[src/rtl/uart_block_packer.sv]
// uart_block_packer: packs UART bytes into 64-bit cipher blocks, padding idle partial blocks.
// Ports:
//   clk, rst_n                        clock, asynchronous active-low reset
//   s_axis_tdata/tvalid/tready        8-bit byte stream from the UART receiver
//   m_axis_tdata/tkeep/tvalid/tready  64-bit block stream to the cipher, tkeep marks received lanes
//   padded_blocks                     wrapping count of blocks emitted with padding
module uart_block_packer #(
    parameter int          TIMEOUT_CYCLES = 86800,
    parameter logic [7:0]  PAD_BYTE       = 8'h00
) (
    input  logic        clk,
    input  logic        rst_n,
    input  logic [7:0]  s_axis_tdata,
    input  logic        s_axis_tvalid,
    output logic        s_axis_tready,
    output logic [63:0] m_axis_tdata,
    output logic [7:0]  m_axis_tkeep,
    output logic        m_axis_tvalid,
    input  logic        m_axis_tready,
    output logic [15:0] padded_blocks
);
    localparam int TW = TIMEOUT_CYCLES > 0 ? $clog2(TIMEOUT_CYCLES + 1) : 1;
    localparam logic [TW-1:0] T_LAST = TW'(TIMEOUT_CYCLES > 0 ? TIMEOUT_CYCLES - 1 : 0);
    typedef enum logic {COLLECT, OUT} state_t;
    state_t state;
    logic [2:0] idx;
    logic [TW-1:0] timer;
    logic s_hs, expire;
    assign s_hs = s_axis_tvalid & s_axis_tready;
    // Only a partial block (idx != 0) can time out; a zero timeout never expires.
    assign expire = (TIMEOUT_CYCLES != 0) && (idx != 3'd0) && (timer == T_LAST);
    always_ff @(posedge clk or negedge rst_n) begin
        if (!rst_n) begin
            state         <= COLLECT;
            idx           <= 3'd0;
            timer         <= '0;
            m_axis_tdata  <= '0;
            m_axis_tkeep  <= '0;
            m_axis_tvalid <= 1'b0;
            s_axis_tready <= 1'b0;
            padded_blocks <= '0;
        end else if (state == COLLECT) begin
            s_axis_tready <= 1'b1;
            // A byte arriving on the expiry cycle wins over padding.
            if (s_hs) begin
                m_axis_tdata[{idx, 3'b000} +: 8] <= s_axis_tdata;
                m_axis_tkeep[idx] <= 1'b1;
                idx   <= idx + 3'd1;
                timer <= '0;
                if (idx == 3'd7) begin
                    state         <= OUT;
                    m_axis_tvalid <= 1'b1;
                    s_axis_tready <= 1'b0;
                end
            end else if (expire) begin
                for (int i = 0; i < 8; i++)
                    if (3'(i) >= idx) m_axis_tdata[i*8 +: 8] <= PAD_BYTE;
                padded_blocks <= padded_blocks + 16'd1;
                idx           <= 3'd0;
                timer         <= '0;
                state         <= OUT;
                m_axis_tvalid <= 1'b1;
                s_axis_tready <= 1'b0;
            end else if (idx != 3'd0 && TIMEOUT_CYCLES != 0) begin
                timer <= timer + 1'b1;
            end
        end else if (m_axis_tready) begin
            state         <= COLLECT;
            m_axis_tvalid <= 1'b0;
            m_axis_tkeep  <= '0;
            timer         <= '0;
            s_axis_tready <= 1'b1;
        end
    end
endmodule

[config.mk]
export PLATFORM = sky130hd
export DESIGN_NAME = uart_block_packer
export DESIGN_NICKNAME = d
export VERILOG_FILES = /design/src/rtl/uart_block_packer.sv
export SDC_FILE = /design/constraint.sdc
export NUM_CORES = 1
export LEC_CHECK = 0
export CAP_MARGIN = 20
export CORE_MARGIN = 3
export CORE_UTILIZATION = 50
export CTS_CLUSTER_SIZE = 10
export DETAILED_ROUTE_END_ITERATION = 12
export MAX_ROUTING_LAYER = met4
export PLACE_DENSITY = 0.83
export SYNTH_ARGS = -nofsm -noshare
export SYNTH_HDL_FRONTEND = slang
export SYNTH_SLANG_ARGS = --single-unit
[constraint.sdc]
create_clock -name clk -period 4.9 [get_ports clk]
set_clock_uncertainty 0.05 [all_clocks]
set_input_delay 0.98 -clock clk [delete_from_list [all_inputs] [get_ports clk]]
set_output_delay 0.98 -clock clk [all_outputs]
set_load 0.005 [all_outputs]
==> results.py, run 1 <==
metrics = {
    "outcome": {
        "status": "complete, no violations",
    },
    "grt": {
        "grt_max_degree": 74,
        "overflow": 0,
        "grtUsageTotal": 0.256,
        "grt_antenna_before_repair": 0,
        "grt_pass1_wl_microns": 23600,
        "first_global_vias": 4575,
    },
    "clock_network": {
        "cts_inserted_buffers": 9,
        "cts.sinks": 111,
        "htree_levels": 3,
        "post_cts_resized": 0,
        "holdBufCountCts": 0,
        "cts_tree": "built",
        "cts-root-buf": "clkbuf_8",
        "clkLatencyLatePin_ns": 0.36,
        "cts_setup_buffers": 0,
        "cts_max_path_buffers": 2,
        "clk_pin_slew_worst_paths_ns": 0.11,
    },
    "power_and_ir_drop": {
        "peakVddDrop_mv": 0.347,
        "power.density_nw_per_um2": 522,
        "p_leak_uw": 0.00286,
    },
    "layout": {
        "syn2layout_area_growth_pct": 23.2,
        "nNetsFinal": 629,
        "layout_common_cells": "111 x dfrtp_1, 100 x clkdlybuf4s50_1, 62 x nand2_1",
        "final_common_cell": "dfrtp_1",
        "drive_gt1_frac": 0.0719,
        "antenna_cells": 0,
    },
    "drt": {
        "initialDrtViolationCount": 466,
        "drc": 0,
        "wirelength_microns": 14800,
        "vias": 4637,
        "wl_per_cell_microns": 19.8,
        "ant_nets": 0,
        "drt_pre_antenna_iters": 5,
        "routed_via_density": 6.20,
    },
    "critical_path": {
        "r2r_cells": 7,
        "r2r_slack_ns": 1.42,
        "cp-startpoint": "idx[0]$_DFFE_PN0P_",
        "crit_arrival_ns": 3.69,
        "required_ns": 5.12,
        "end_kind": "flip-flop",
        "reg2reg_from": "idx[0]$_DFFE_PN0P_",
        "worstSetupStartpointType": "flip-flop",
        "critPathKind": "flip-flop to flip-flop",
        "crit_fanout": 17,
    },
    "die": {
        "ios": 102,
        "core_area_sq_um": 10500,
        "rows": 37,
        "fp.dieH_microns": 110,
        "start_util": 0.519,
        "die_x_microns": 110,
        "fp.dieArea_sq_um": 12200,
    },
    "sta": {
        "maxSlewHeadroom": 0.315,
        "rsz0062_at_grt": "no",
        "setup_viol": 0,
        "fin_crit_sh": 0.709,
        "holdWs_ns": 0.444,
        "final_max_slew_viol_count": 0,
        "worst_pin_slew_ns": 1.02,
        "hold_viol": 0,
        "setup_tns_ns": 0,
        "max_freq_mhz": 288,
        "fin_crit_ns": 3.48,
    },
    "synthesis": {
        "yosysTopAreaCellShare": 0.511,
        "synth_ff_type": "dfrtp_1",
        "synth_cell_types": 63,
        "yosysSeqAreaShare": 0.511,
        "synth-seq-cells": 111,
        "yosysWarnings": 0,
        "yosys.area.top_type": "dfrtp_1",
        "syn_area_sq_um": 5430,
        "avgSynthCellArea_sq_um": 10.4,
        "syn_nets": 545,
        "async_flop_share": 1.00,
        "synth_edf_count": 0,
        "synthCells": 523,
        "synth_area_leaders": "dfrtp_1 51%, o21ai_0 4.4%, nand2_1 4.3%",
    },
    "place": {
        "hpwlAfterDp_microns": 10500,
        "gp_congestion": 0.905,
        "numPortBuffers": 101,
    },
    "worst_hold_path": {
        "hold_class": "flip-flop to flip-flop",
        "worstHoldStart": "padded_blocks[15]$_DFFE_PN0P_",
        "hold_depth": 1,
    },
    "run": {
        "maxCapViolations": 0,
    },
}
==> per-stage QoR <==
stage	setup slack, ns	utilization	power (uW)	cell area [sq um]	std cells
global route	1.26	0.640	3700	6690	748
CTS	1.53	0.640	3480	6690	748
global placement	1.54	0.621	2880	6500	732
detailed placement	1.45	0.621	2940	6500	732
floorplan	2.25	-	2160	5430	523
finish	1.42	0.640	3490	6690	748
==> synth_stat cells, types with 9 or more instances <==
cell type	count
a32o_1	12
a32oi_1	17
buf_2	12
clkbuf_1	17
dfrtp_1	111
ha_1	10
inv_1	25
nand2_1	62
nand3_1	16
nor2_1	18
nor4_1	9
o21a_1	10
o21ai_0	48
or3_1	10
xor2_1	14
==> layer usage <==
layer | global-route usage | up-vias | share of wire
met4 | 0.0774 | 0 | 0.022
met1 | 0.353 | 2268 | 0.43
met5 | - | - | 0
met2 | 0.391 | 241 | 0.48
li1 | - | 2092 | -
met3 | 0.0448 | 36 | 0.069
==> where the power goes <==
part           switching (uW)  internal (uW)  total, uW
sequential                279           1180       1460
combinational             707            779       1490
clock                     343            202        544
total                    1330           2170       3490
==> path summary, 6_finish.rpt <==
kind	to
hold reg to reg	padded_blocks[15]$_DFFE_PN0P_
max in group asynchronous	m_axis_tdata[57]$_DFFE_PN0P_
setup reg to reg	m_axis_tdata[45]$_DFFE_PN0P_
hold / removal	padded_blocks[15]$_DFFE_PN0P_
setup / recovery	m_axis_tdata[45]$_DFFE_PN0P_
min in group asynchronous	m_axis_tdata[43]$_DFFE_PN0P_
==> registers in the layout, indices dropped and copies added (netlist names) <==
register	cells
idx	3
m_axis_tdata	64
padded_blocks	16
timer	17
m_axis_tvalid	1
s_axis_tready	1
m_axis_tkeep	8
state	1
==> cells by family (layout without fill, tap and decap cells) <==
| group | after synthesis | count (layout) | share of synthesized area |
|---|---|---|---|
| and+or+nand+nor | 172 | 172 | 0.176 |
| AOI/OAI and AO/OA | 149 | 149 | 0.202 |
| DFF | 111 | 111 | 0.511 |
| buffers and inverters | 56 | 145 | 0.0421 |
| xor gates and xnor gates | 16 | 16 | 0.0258 |
| adders and majority gates | 10 | 10 | 0.0230 |
| muxes | 9 | 9 | 0.0193 |
==> worst max-delay path, stage by stage, from the launching register on <==
cell and delay [ns]:
dfrtp_1 0.76, inv_1 0.21, ha_1 0.29, ha_1 0.31, and4bb_2 0.42, nand4_2 0.41, o2bb2ai_2 0.54, mux2_2 0.38
==> cell type report <==
| type | count | area, sq um |
|---|---|---|
| fillers | 848 | 3770 |
| flip-flops and latches | 111 | 2780 |
| multi-input cells | 356 | 2430 |
| repair buffers | 104 | 1030 |
| well taps | 136 | 170 |
| clock buffers | 9 | 124 |
| inverters | 25 | 93.8 |
| clock inverters | 7 | 70.1 |
Power figures use the tool's default switching activity.
==> run 2, diff against run 1 <==
- clock period: 4.9 -> 3.4 ns (I/O delays scaled with it)
==> results.py, run 2 (synthesized netlist as in run 1, its figures left out) <==
metrics = {
    "layout": {
        "final_common_cell": "dfrtp_1",
        "nNetsFinal": 638,
        "fillers": 849,
        "top_regs": "m_axis_tdata: 64 flops, timer: 17 flops, padded_blocks: 16 flops",
        "layout_common_cells": "111 x dfrtp_1, 100 x clkdlybuf4s50_1, 62 x nand2_1",
        "largest_reg_flops": 64,
        "regMostFlops": "m_axis_tdata",
        "drive_gt1_frac": 0.0837,
        "syn2layout_area_growth_pct": 24.6,
        "antenna_cells": 0,
    },
    "clock_network": {
        "cts.sinks": 111,
        "cts_max_path_buffers": 2,
        "clk_pin_slew_worst_paths_ns": 0.11,
        "post_cts_resized": 0,
        "cts-root-buf": "clkbuf_8",
        "clkLatencyLatePin_ns": 0.38,
        "htree_levels": 3,
        "cts_tree": "built",
        "cts_setup_buffers": 0,
        "cts_inserted_buffers": 9,
        "holdBufCountCts": 0,
    },
    "critical_path": {
        "path_cells": "inv_1 > ha_1 > ha_1 > and4bb_2 > nand2_2 > or3_1 > mux2_4",
        "crit_fanout": 13,
        "crit_slowest_cell": "or3_1",
        "required_ns": 3.62,
        "worstSetupStartpointType": "flip-flop",
        "cpMostUsedCell": "ha_1",
        "crit_arrival_ns": 3.20,
        "slowest_delay_ns": 0.61,
        "critPathKind": "flip-flop to flip-flop",
        "r2r_cells": 7,
        "end_kind": "flip-flop",
    },
    "die": {
        "rows": 37,
        "start_util": 0.519,
        "core_area_sq_um": 10500,
        "fp.dieArea_sq_um": 12200,
        "ios": 102,
        "die_x_microns": 110,
        "fp.dieH_microns": 110,
    },
    "drt": {
        "met3_length_microns": 1110,
        "met1_length_microns": 6510,
        "wirelength_microns": 15300,
        "initialDrtViolationCount": 430,
        "routed_via_density": 6.27,
        "vias": 4750,
        "dr_wl_met2_microns": 7410,
        "drt_pre_antenna_iters": 5,
        "drc": 0,
        "ant_nets": 0,
        "top_layer": "met4",
        "wl_per_cell_microns": 20.3,
    },
    "power_and_ir_drop": {
        "power.density_nw_per_um2": 747,
        "peakVddDrop_mv": 0.523,
        "p_leak_uw": 0.00290,
    },
    "grt": {
        "grt_antenna_before_repair": 0,
        "grt_max_degree": 84,
        "grtUsageTotal": 0.266,
        "first_global_vias": 4648,
        "grt_pass1_wl_microns": 24500,
        "overflow": 0,
    },
    "sta": {
        "fin_crit_ns": 2.99,
        "hold_viol": 0,
        "setup_viol": 0,
        "fin_crit_sh": 0.879,
        "holdWs_ns": 0.140,
        "setup_tns_ns": 0,
        "final_max_slew_viol_count": 0,
        "max_freq_mhz": 335,
        "worst_pin_slew_ns": 0.795,
        "rsz0062_at_grt": "no",
        "maxSlewHeadroom": 0.470,
    },
    "run": {
        "maxCapViolations": 0,
    },
    "place": {
        "hpwlAfterDp_microns": 10800,
        "gp_congestion": 0.904,
        "numPortBuffers": 101,
    },
    "outcome": {
        "status": "complete, no violations",
    },
    "worst_hold_path": {
        "hold_class": "input port to asynchronous set/reset pin",
    },
}
[run 2: changes by cell type in the layout (fill, tap and decap cells not counted), sizes merged]
| cell | previous run | this run |
|---|---|---|
| buf | 4 | 13 |
| inv | 30 | 27 |
| clkbuf | 9 | 10 |
| clkinv | 2 | 3 |
| clkinvlp | 0 | 1 |
[run 2: final timing paths]
kind,start,to,slack (ns)
hold / removal,rst_n,timer[10]$_DFFE_PN0P_,0.14
max in group asynchronous,rst_n,m_axis_tdata[62]$_DFFE_PN0P_,2.30
setup reg to reg,idx[1]$_DFFE_PN0P_,padded_blocks[1]$_DFFE_PN0P_,0.41
setup / recovery,idx[1]$_DFFE_PN0P_,padded_blocks[1]$_DFFE_PN0P_,0.41
hold reg to reg,padded_blocks[15]$_DFFE_PN0P_,padded_blocks[15]$_DFFE_PN0P_,0.44
min in group clk,padded_blocks[15]$_DFFE_PN0P_,padded_blocks[15]$_DFFE_PN0P_,0.44
[run 2: report_power, final]
part           internal (uW)  switching [uW]  leakage, uW  total (uW)
sequential              1710             374      0.00142        2080
clock                    279             473    0.0000900         751
combinational           1160            1060      0.00139        2220
total                   3150            1910      0.00290        5060
[run 2: final cells by class]
cell class                      count  area [sq um]  share of cell area
Timing Repair Buffer              113          1120               0.165
Inverter                           25          93.8              0.0139
Tap cell                          136           170              0.0251
Multi-Input combinational cell    356          2430               0.358
Clock buffer                       10           128              0.0189
Sequential cell                   111          2780               0.410
Clock inverter                      6          55.1             0.00813
[run 2: critical path: cells and delay by family (launching register included)]
family	cells	cell delay [ns]
AND/OR/NAND/NOR	3	1.15
flip-flops	1	0.60
adder cells (fa/ha/maj)	2	0.54
multiplexers	1	0.37
buffers and inverters	1	0.16
[run 2: stage by stage]
stage | util | setup slack (ns) | power [uW] | std cells | cell area, sq um
after floorplan | - | 0.754 | 3120 | 523 | 5430
after global placement | 0.627 | 0.541 | 4230 | 740 | 6560
after detailed placement | 0.627 | 0.447 | 4280 | 740 | 6560
after CTS | 0.644 | 0.426 | 5060 | 756 | 6740
after global routing | 0.647 | 0.247 | 5370 | 757 | 6770
final | 0.647 | 0.411 | 5060 | 757 | 6770
[run 2: per-layer routing]
layer,vias up,global-route usage
met4,0,0.0809
li1,2115,-
met3,33,0.0379
met5,-,-
met1,2357,0.375
met2,245,0.402
==> run 3, diff against run 2 <==
- PLACE_DENSITY: 0.83 -> not set
- PLACE_DENSITY_LB_ADDON: not set -> 0.05
==> results.py, run 3 (synthesized netlist as in run 1, its figures left out) <==
metrics = {
    "clock_network": {
        "cts.sinks": 111,
        "cts_inserted_buffers": 9,
        "clkLatencyLatePin_ns": 0.39,
        "clk_pin_slew_worst_paths_ns": 0.10,
        "holdBufCountCts": 0,
        "post_cts_resized": 0,
        "htree_levels": 3,
        "cts_setup_buffers": 0,
        "cts_max_path_buffers": 2,
        "cts-root-buf": "clkbuf_8",
        "cts_tree": "built",
    },
    "critical_path": {
        "crit_arrival_ns": 3.18,
        "end_kind": "flip-flop",
        "required_ns": 3.63,
        "crit_slowest_cell": "dfrtp_1",
        "worstSetupStartpointType": "flip-flop",
        "path_cells": "inv_1 > ha_1 > ha_1 > and4bb_2 > nand2_2 > or3_1 > mux2_4",
        "critPathKind": "flip-flop to flip-flop",
        "crit_fanout": 13,
        "cp_top_family": "simple AND/OR/NAND/NOR gates",
        "cpMostUsedCell": "ha_1",
        "slowest_delay_ns": 0.63,
        "path_buf_inv": 1,
    },
    "drt": {
        "vias": 4518,
        "ant_nets": 0,
        "initialDrtViolationCount": 369,
        "wl_per_cell_microns": 19.4,
        "drc": 0,
        "drt_pre_antenna_iters": 5,
        "routed_via_density": 5.98,
        "wirelength_microns": 14700,
    },
    "layout": {
        "nNetsFinal": 637,
        "final_area_sq_um": 6790,
        "fillers": 887,
        "drive_gt1_frac": 0.0823,
        "seqCellArea_sq_um": 2780,
        "instances_no_fill": 756,
        "largest_reg_flops": 64,
        "final_common_cell": "dfrtp_1",
        "multi_input_area_sq_um": 2430,
        "regMostFlops": "m_axis_tdata",
        "layout_common_cells": "111 x dfrtp_1, 100 x clkdlybuf4s50_1, 62 x nand2_1",
        "top_regs": "m_axis_tdata: 64 flops, timer: 17 flops, padded_blocks: 16 flops",
        "antenna_cells": 0,
        "syn2layout_area_growth_pct": 25.0,
    },
    "outcome": {
        "status": "complete, no violations",
    },
    "place": {
        "dp.cells": 740,
        "placed_area_sq_um": 6570,
        "numPortBuffers": 101,
        "gp_congestion": 0.895,
        "hpwlAfterDp_microns": 10200,
    },
    "sta": {
        "fin_crit_ns": 2.95,
        "hold_viol": 0,
        "rsz0062_at_grt": "no",
        "fin_crit_sh": 0.868,
        "worst_pin_slew_ns": 0.769,
        "setup_tns_ns": 0,
        "final_max_slew_viol_count": 0,
        "maxSlewHeadroom": 0.487,
        "setup_viol": 0,
        "max_freq_mhz": 339,
    },
    "power_and_ir_drop": {
        "p_clk_frac": 0.172,
        "p_seq_frac": 0.399,
        "internal_power_uw": 3290,
        "power.density_nw_per_um2": 755,
        "peakVddDrop_mv": 0.563,
        "switching_share": 0.358,
        "switchingPower_uw": 1840,
        "finalPower_uw": 5130,
        "pwr-share-comb": 0.429,
        "p_leak_uw": 0.00291,
    },
    "die": {
        "rows": 37,
        "fp.dieArea_sq_um": 12200,
        "core_area_sq_um": 10500,
        "start_util": 0.519,
        "die_x_microns": 110,
        "fp.dieH_microns": 110,
        "ios": 102,
    },
    "grt": {
        "grtUsageTotal": 0.260,
        "grt_use_met2": 0.410,
        "top_usage_layer": "met2",
        "use_met1": 0.338,
        "grt_use_met3": 0.0693,
        "first_global_vias": 4378,
        "overflow": 0,
        "grt_antenna_before_repair": 0,
        "grt_max_degree": 58,
        "grt_pass1_wl_microns": 23400,
    },
    "run": {
        "maxCapViolations": 0,
    },
    "worst_hold_path": {
        "hold_class": "input port to asynchronous set/reset pin",
    },
}
run 3: cell types whose count changed in the layout (fill, tap and decap cells not counted), sizes merged:
cell	delta
buf	-1
bufinv	+2
clkinvlp	+2
inv	-1
clkinv	-3
run 3: cell type report:
type | count | share of cell area
repair buffers | 112 | 0.162
clock buffers | 10 | 0.0188
multi-input cells | 356 | 0.357
flip-flops and latches | 111 | 0.409
well taps | 136 | 0.0251
inverters | 25 | 0.0138
clock inverters | 6 | 0.0138
run 3: path summary, 6_finish.rpt:
| kind | to | depth (start not counted) | slack (ns) | from |
|---|---|---|---|---|
| worst max-delay path | padded_blocks[1]$_DFFE_PN0P_ | 7 | 0.45 | idx[1]$_DFFE_PN0P_ |
| worst min-delay path | timer[0]$_DFFE_PN0P_ | 1 | 0.29 | rst_n |
| worst max register to register | padded_blocks[1]$_DFFE_PN0P_ | 7 | 0.45 | idx[1]$_DFFE_PN0P_ |
| worst min register to register | padded_blocks[15]$_DFFE_PN0P_ | 1 | 0.43 | padded_blocks[15]$_DFFE_PN0P_ |
| max in group asynchronous | m_axis_tdata[48]$_DFFE_PN0P_ | 2 | 2.26 | rst_n |
| min in group clk | padded_blocks[15]$_DFFE_PN0P_ | 1 | 0.43 | padded_blocks[15]$_DFFE_PN0P_ |
run 3: metrics by stage:
step           setup slack [ns]  utilization  hold slack (ns)
6_report                  0.448        0.649            0.288
5_1_grt                   0.302        0.649            0.317
4_1_cts                   0.475        0.649            0.300
3_5_place_dp              0.504        0.628            0.416
3_3_place_gp              0.535        0.628            0.405
2_1_floorplan             0.754            -            0.334
run 3: routing by layer:
metal  wire length (microns)  part of all wire
met1                    6550              0.45
met2                    7220              0.49
met3                     678             0.046
met4                     231             0.016
met5                       0                 0
run 3: power groups by stage:
stage	Clock [uW]	Sequential, uW	Combinational, uW
after floorplan	0	2010	1110
after global placement	0	2060	2160
after detailed placement	0	2050	2200
after CTS	908	2040	2210
after global routing	955	2100	2420
final	880	2050	2200
run 3: worst reg2reg max path, stage by stage, from the launching register on:
cell and delay (ns):
dfrtp_1 0.63, inv_1 0.16, ha_1 0.26, ha_1 0.22
and4bb_2 0.37, nand2_2 0.13, or3_1 0.63, mux2_4 0.37
==> RTL edit 1 (config.mk and constraints of run 1) <==
`TIMEOUT_CYCLES`: 86800 -> 43400.
--- a/src/rtl/uart_block_packer.sv
+++ b/src/rtl/uart_block_packer.sv
@@ -6,5 +6,5 @@
 //   padded_blocks                     wrapping count of blocks emitted with padding
 module uart_block_packer #(
-    parameter int          TIMEOUT_CYCLES = 86800,
+    parameter int          TIMEOUT_CYCLES = 43400,
     parameter logic [7:0]  PAD_BYTE       = 8'h00
 ) (
Check against the original RTL: no difference found for any inputs over 4 cycles, from zero or initial values and one cycle with rst_n low; that may be too few to reach the edited logic, so the function may still have changed.
==> RTL edit 1 against run 1 <==
Power down 7.3%. Setup slack better by 0.10 ns. Synthesized cell count down 4.8%. Synthesized area down 3.0%. Critical path type unchanged. Sequential cell count down 1. Non-clock buffer count unchanged. Routed wire length down 10%. First-iteration DRC count down 45%. Design area down 2.3%.
==> RTL edit 1: results (changes against run 1) <==
run status=complete, no violations; Total Routing Usage GR=23.8% (-1.8 points); Setup CP Type=flip-flop to flip-flop; wire length on met1=5950 um (-7.3%); antenna violations before repair=0 (unchanged); net count after synthesis=520 (-4.6%); share of synthesized flip-flops with an asynchronous set or reset=100% (unchanged); transition at the pin with the smallest max-transition slack=0.977 ns (-0.0418 ns); startpoint of the lowest-slack register-to-register path=idx[1]$_DFFE_PN0P_; worst-case hold slack=0.435 ns (-0.00888 ns); GRT met1 Usage=32.1% (-3.2 points); Post-Place Cells=708 (-3.3%); static leakage=2.86 nW (about the same); top flop regs=m_axis_tdata (64), padded_blocks (16), timer (16); largest cells by area after synthesis=dfrtp_1 52%, a22o_1 5.6%, nand2_1 4.6%; layout cells sized above 1=6.76% (-0.43 points); data arrival time of the critical path=3.61 ns (-0.08 ns); pin count of the biggest net entering global routing=81 (+9.5%); wire length of the first global-routing pass=21300 um (-9.6%); Filler Cell Count=831 (-2.0%); clock latency on the worst-skew pair=0.38 ns (+0.02 ns); area fraction in compound gates after synthesis=15.9% (-4.3 points); placed wire-length estimate=9750 um (-7.4%); final RePlAce weighted congestion=0.942 (+4.1%); cell types with the highest counts after synthesis=110 x dfrtp_1, 65 x nand2_1, 37 x inv_1, 34 x a22o_1, 20 x o21ai_0; per-cell routed wire length=18.4 um (-7.3%); met2 Use GR=37.0% (-2.1 points); number of global-route vias before repair=4164 (-9.0%); number of DRC markers in iteration 0=258 (-45%); end of the worst register-to-register path=m_axis_tdata[53]$_DFFE_PN0P_; highest net fanout along the worst path=14 (-3); met3 routed wirelength=812 um (-21%); number of nets in the finished design=609 (-3.2%); DP Worst Slack=1.19 ns (-0.256 ns); Slowest cell on crit path=a2111o_1; count of vias placed by the detailed router=4270 (-7.9%); xor and xnor fraction of the mapped netlist area=2.66% (+0.079 points); placed cell areas=6330 um^2 (-2.6%); met3 Use GR=4.14% (-0.34 points); Worst Slack Setup Final=1.53 ns (+0.105 ns); delay contributed by the slowest stage of the critical path=0.70 ns (-0.06 ns); Max Buffers Root-to-Sink=2 (unchanged); number of clock buffers inserted by TritonCTS=9 (unchanged); sequential share of the synthesized area=52.2% (+1.1 points); synthesized-area fraction occupied by adder cells=2.37% (+0.071 points); level count of the clock H-tree=3 (unchanged); post-synthesis mux area share=3.25% (+1.3 points); wire length on met2=6300 um (-11%); Peak VDD IR=0.219 mV (-37%); gate count of the mapped netlist=498 (-4.8%); drt total wl=13300 um (-10%)
-- RTL edit 1: cell count changes in the layout (fill, tap and decap cells not counted), moves of 6 or more --
cell	change
o21a_1	-10
a32oi_1	-17
a22oi_1	-8
nor2_1	-8
mux2i_1	+16
a22o_1	+26
mux2_2	-6
o31ai_1	+13
o21ai_0	-28
nand4_1	+8
inv_1	+12
a221o_1	-8
a32o_1	-9
-- RTL edit 1: critical path: cells and delay by family, from the launching register on --
family                     cells  cell delay, ns
and+or+nand+nor                2            0.83
DFF                            1            0.59
adders and majority gates      2            0.64
buffers and inverters          1            0.21
AOI/OAI and AO/OA              2            0.95
-- RTL edit 1: worst min path at each step --
stage                                       start                             to  cells past startpoint
global placement    padded_blocks[15]$_DFFE_PN0P_  padded_blocks[15]$_DFFE_PN0P_                      1
CTS                  padded_blocks[5]$_DFFE_PN0P_   padded_blocks[5]$_DFFE_PN0P_                      1
floorplan           padded_blocks[15]$_DFFE_PN0P_  padded_blocks[15]$_DFFE_PN0P_                      1
global route         padded_blocks[5]$_DFFE_PN0P_   padded_blocks[5]$_DFFE_PN0P_                      1
detailed placement   padded_blocks[5]$_DFFE_PN0P_   padded_blocks[5]$_DFFE_PN0P_                      1
finish              padded_blocks[15]$_DFFE_PN0P_  padded_blocks[15]$_DFFE_PN0P_                      1
-- RTL edit 1: cell type report --
cell class                 count  area (um^2)  area share, %
inverter                      37          139           2.12
tap                          133          166           2.54
clock inverter                 7         82.6           1.26
sequential                   110         2750           42.1
multi-input combinational    325         2250           34.4
clock buffer                   9          124           1.89
timing repair buffer         104         1030           15.7
-- RTL edit 1: power breakdown --
group	internal (mW)	switching, mW	total (mW)
Sequential	1.18	0.219	1.40
Clock	0.201	0.347	0.548
Combinational	0.714	0.581	1.30
==> RTL edit 2 (settings of run 1) <==
Without the edit above. Make the reset (`rst_n`) synchronous in one clocked block. Comments in the files are not updated.
--- a/src/rtl/uart_block_packer.sv
+++ b/src/rtl/uart_block_packer.sv
@@ -30,5 +30,5 @@
     // Only a partial block (idx != 0) can time out; a zero timeout never expires.
     assign expire = (TIMEOUT_CYCLES != 0) && (idx != 3'd0) && (timer == T_LAST);
-    always_ff @(posedge clk or negedge rst_n) begin
+    always_ff @(posedge clk) begin
         if (!rst_n) begin
             state         <= COLLECT;
Behaviour: differs if rst_n is asserted again (counterexample within 4 cycles, from zero or initial values and one cycle with rst_n low); with rst_n held inactive, the same outputs for 4 cycles.
==> RTL edit 2 against run 1 <==
Routed wire length shrank 15%. Largest cell class is now multi-input combinational cells. Synthesized area shrank 15%. Sequential cell count is the same. Setup slack lost 0.18 ns. Via count shrank 5.0%. Design area shrank 12%.
Power is not compared: it rests on default switching activity, and its combinational part moved more than twofold at a synthesized area within 25%.
==> RTL edit 2: results (changes against run 1) <==
highest net fanout along the worst path=13 (-4); Worst Hold Path EP=m_axis_tdata[6]$_SDFFE_PN0P_; static leakage=1.92 nW; number of non-filler instances in the completed layout=725 (-3.1%); yosys warns=0 (unchanged); xor and xnor fraction of the mapped netlist area=3.03% (+0.45 points); Via-to-Cell Ratio=6.08 (-2.0%); pin count of the biggest net entering global routing=59 (-20%); gate count of the mapped netlist=523 (unchanged); critical hold path startpoint=m_axis_tdata[6]$_SDFFE_PN0P_; Reg clk slew, reported paths=0.10 ns; run status=complete, no violations; worst-case headroom to the max-slew limit=36.6% (+5.1 points); number of clock buffers inserted by TritonCTS=9 (unchanged); Filler Cell Count=713 (-16%); Sequential cell area=2220 um^2 (-20%); Post-Place Cells=708 (-3.3%); number of DRC markers in iteration 0=261 (-44%); wire length of the first global-routing pass=20500 um (-13%); placed cell areas=5690 um^2 (-12%); sequential share of the synthesized area=48.0% (-3.1 points); layout cells sized above 1=4.70% (-2.5 points); data arrival time of the critical path=3.80 ns (+0.11 ns); cell types with the highest counts after synthesis=111 x dfxtp_1, 52 x nand2_1, 48 x nand3_1, 46 x nor2_1, 27 x o21ai_0; net count after synthesis=544 (-0.18%); number of global-route vias before repair=4190 (-8.4%); share of synthesized flip-flops with an asynchronous set or reset=0% (-100 points); Total Routing Usage GR=25.3% (-0.24 points); area fraction in compound gates after synthesis=17.8% (-2.4 points); final cycle utilization of the critical path=74.6% (+3.7 points); final RePlAce weighted congestion=0.902 (-0.24%); Critical Path Source=idx[0]$_SDFFE_PN0P_; synthesized-area fraction occupied by adder cells=2.43% (+0.13 points); Register-to-Register Setup Slack=1.24 ns (-0.18 ns); drt total wl=12600 um (-15%); placed wire-length estimate=8900 um (-16%); cell depth of the worst flop-to-flop path=8 (+1); leading cell type by number of instances after synthesis=dfxtp_1; post-synthesis mux area share=1.73% (-0.21 points); critical path endpoint=m_axis_tdata[5]$_SDFFE_PN0P_; level count of the clock H-tree=3 (unchanged); number of nets in the finished design=633 (+0.64%); number of cells on the worst hold path=2 (+1); Unique masters post-synth=55 (-13%); worst-case hold slack=0.409 ns (-0.0357 ns); largest cells by area after synthesis=dfxtp_1 48%, nand3_1 5.2%, nand2_1 4.2%
-- RTL edit 2: routing by layer --
layer | GRT usage, % | vias up | wire length, um
met5 | - | - | 0
met1 | 31.8 | 2126 | 5260
met4 | 5.85 | 0 | 153
li1 | - | 2099 | -
met2 | 41.5 | 165 | 6260
met3 | 6.21 | 16 | 905
-- RTL edit 2: critical path, cell delays in order, from the launching register on --
cell and delay (ns):
dfxtp_1 0.54, inv_1 0.19, ha_1 0.29, ha_1 0.36, nor4b_4 0.30, nand2_1 0.25
o31a_1 0.50, a211oi_1 0.80, o22ai_1 0.20
-- RTL edit 2: power breakdown --
group	leakage (nW)	internal, mW	switching, mW	total (mW)
registers	0.895	0.909	0.00810	0.917
logic	0.925	0.0358	0.0715	0.107
clock network	0.103	0.246	0.325	0.571
total	1.92	1.19	0.404	1.60
-- RTL edit 2: logic make-up (layout without fill, tap and decap cells) --
family / Yosys count / after routing
adder cells (fa/ha/maj): 9 / 9
AND/OR/NAND/NOR: 214 / 214
multiplexers: 8 / 8
XOR/XNOR: 16 / 16
buffers and inverters: 39 / 133
flip-flops: 111 / 111
AO/OA/AOI/OAI: 126 / 126
-- RTL edit 2: final cells by class --
| cell class | count | area share (%) |
|---|---|---|
| inverters | 10 | 0.636 |
| clock buffers | 10 | 2.16 |
| clock inverters | 6 | 1.29 |
| repair buffers | 107 | 17.8 |
| well taps | 108 | 2.29 |
| multi-input cells | 373 | 38.2 |
| flip-flops and latches | 111 | 37.6 |
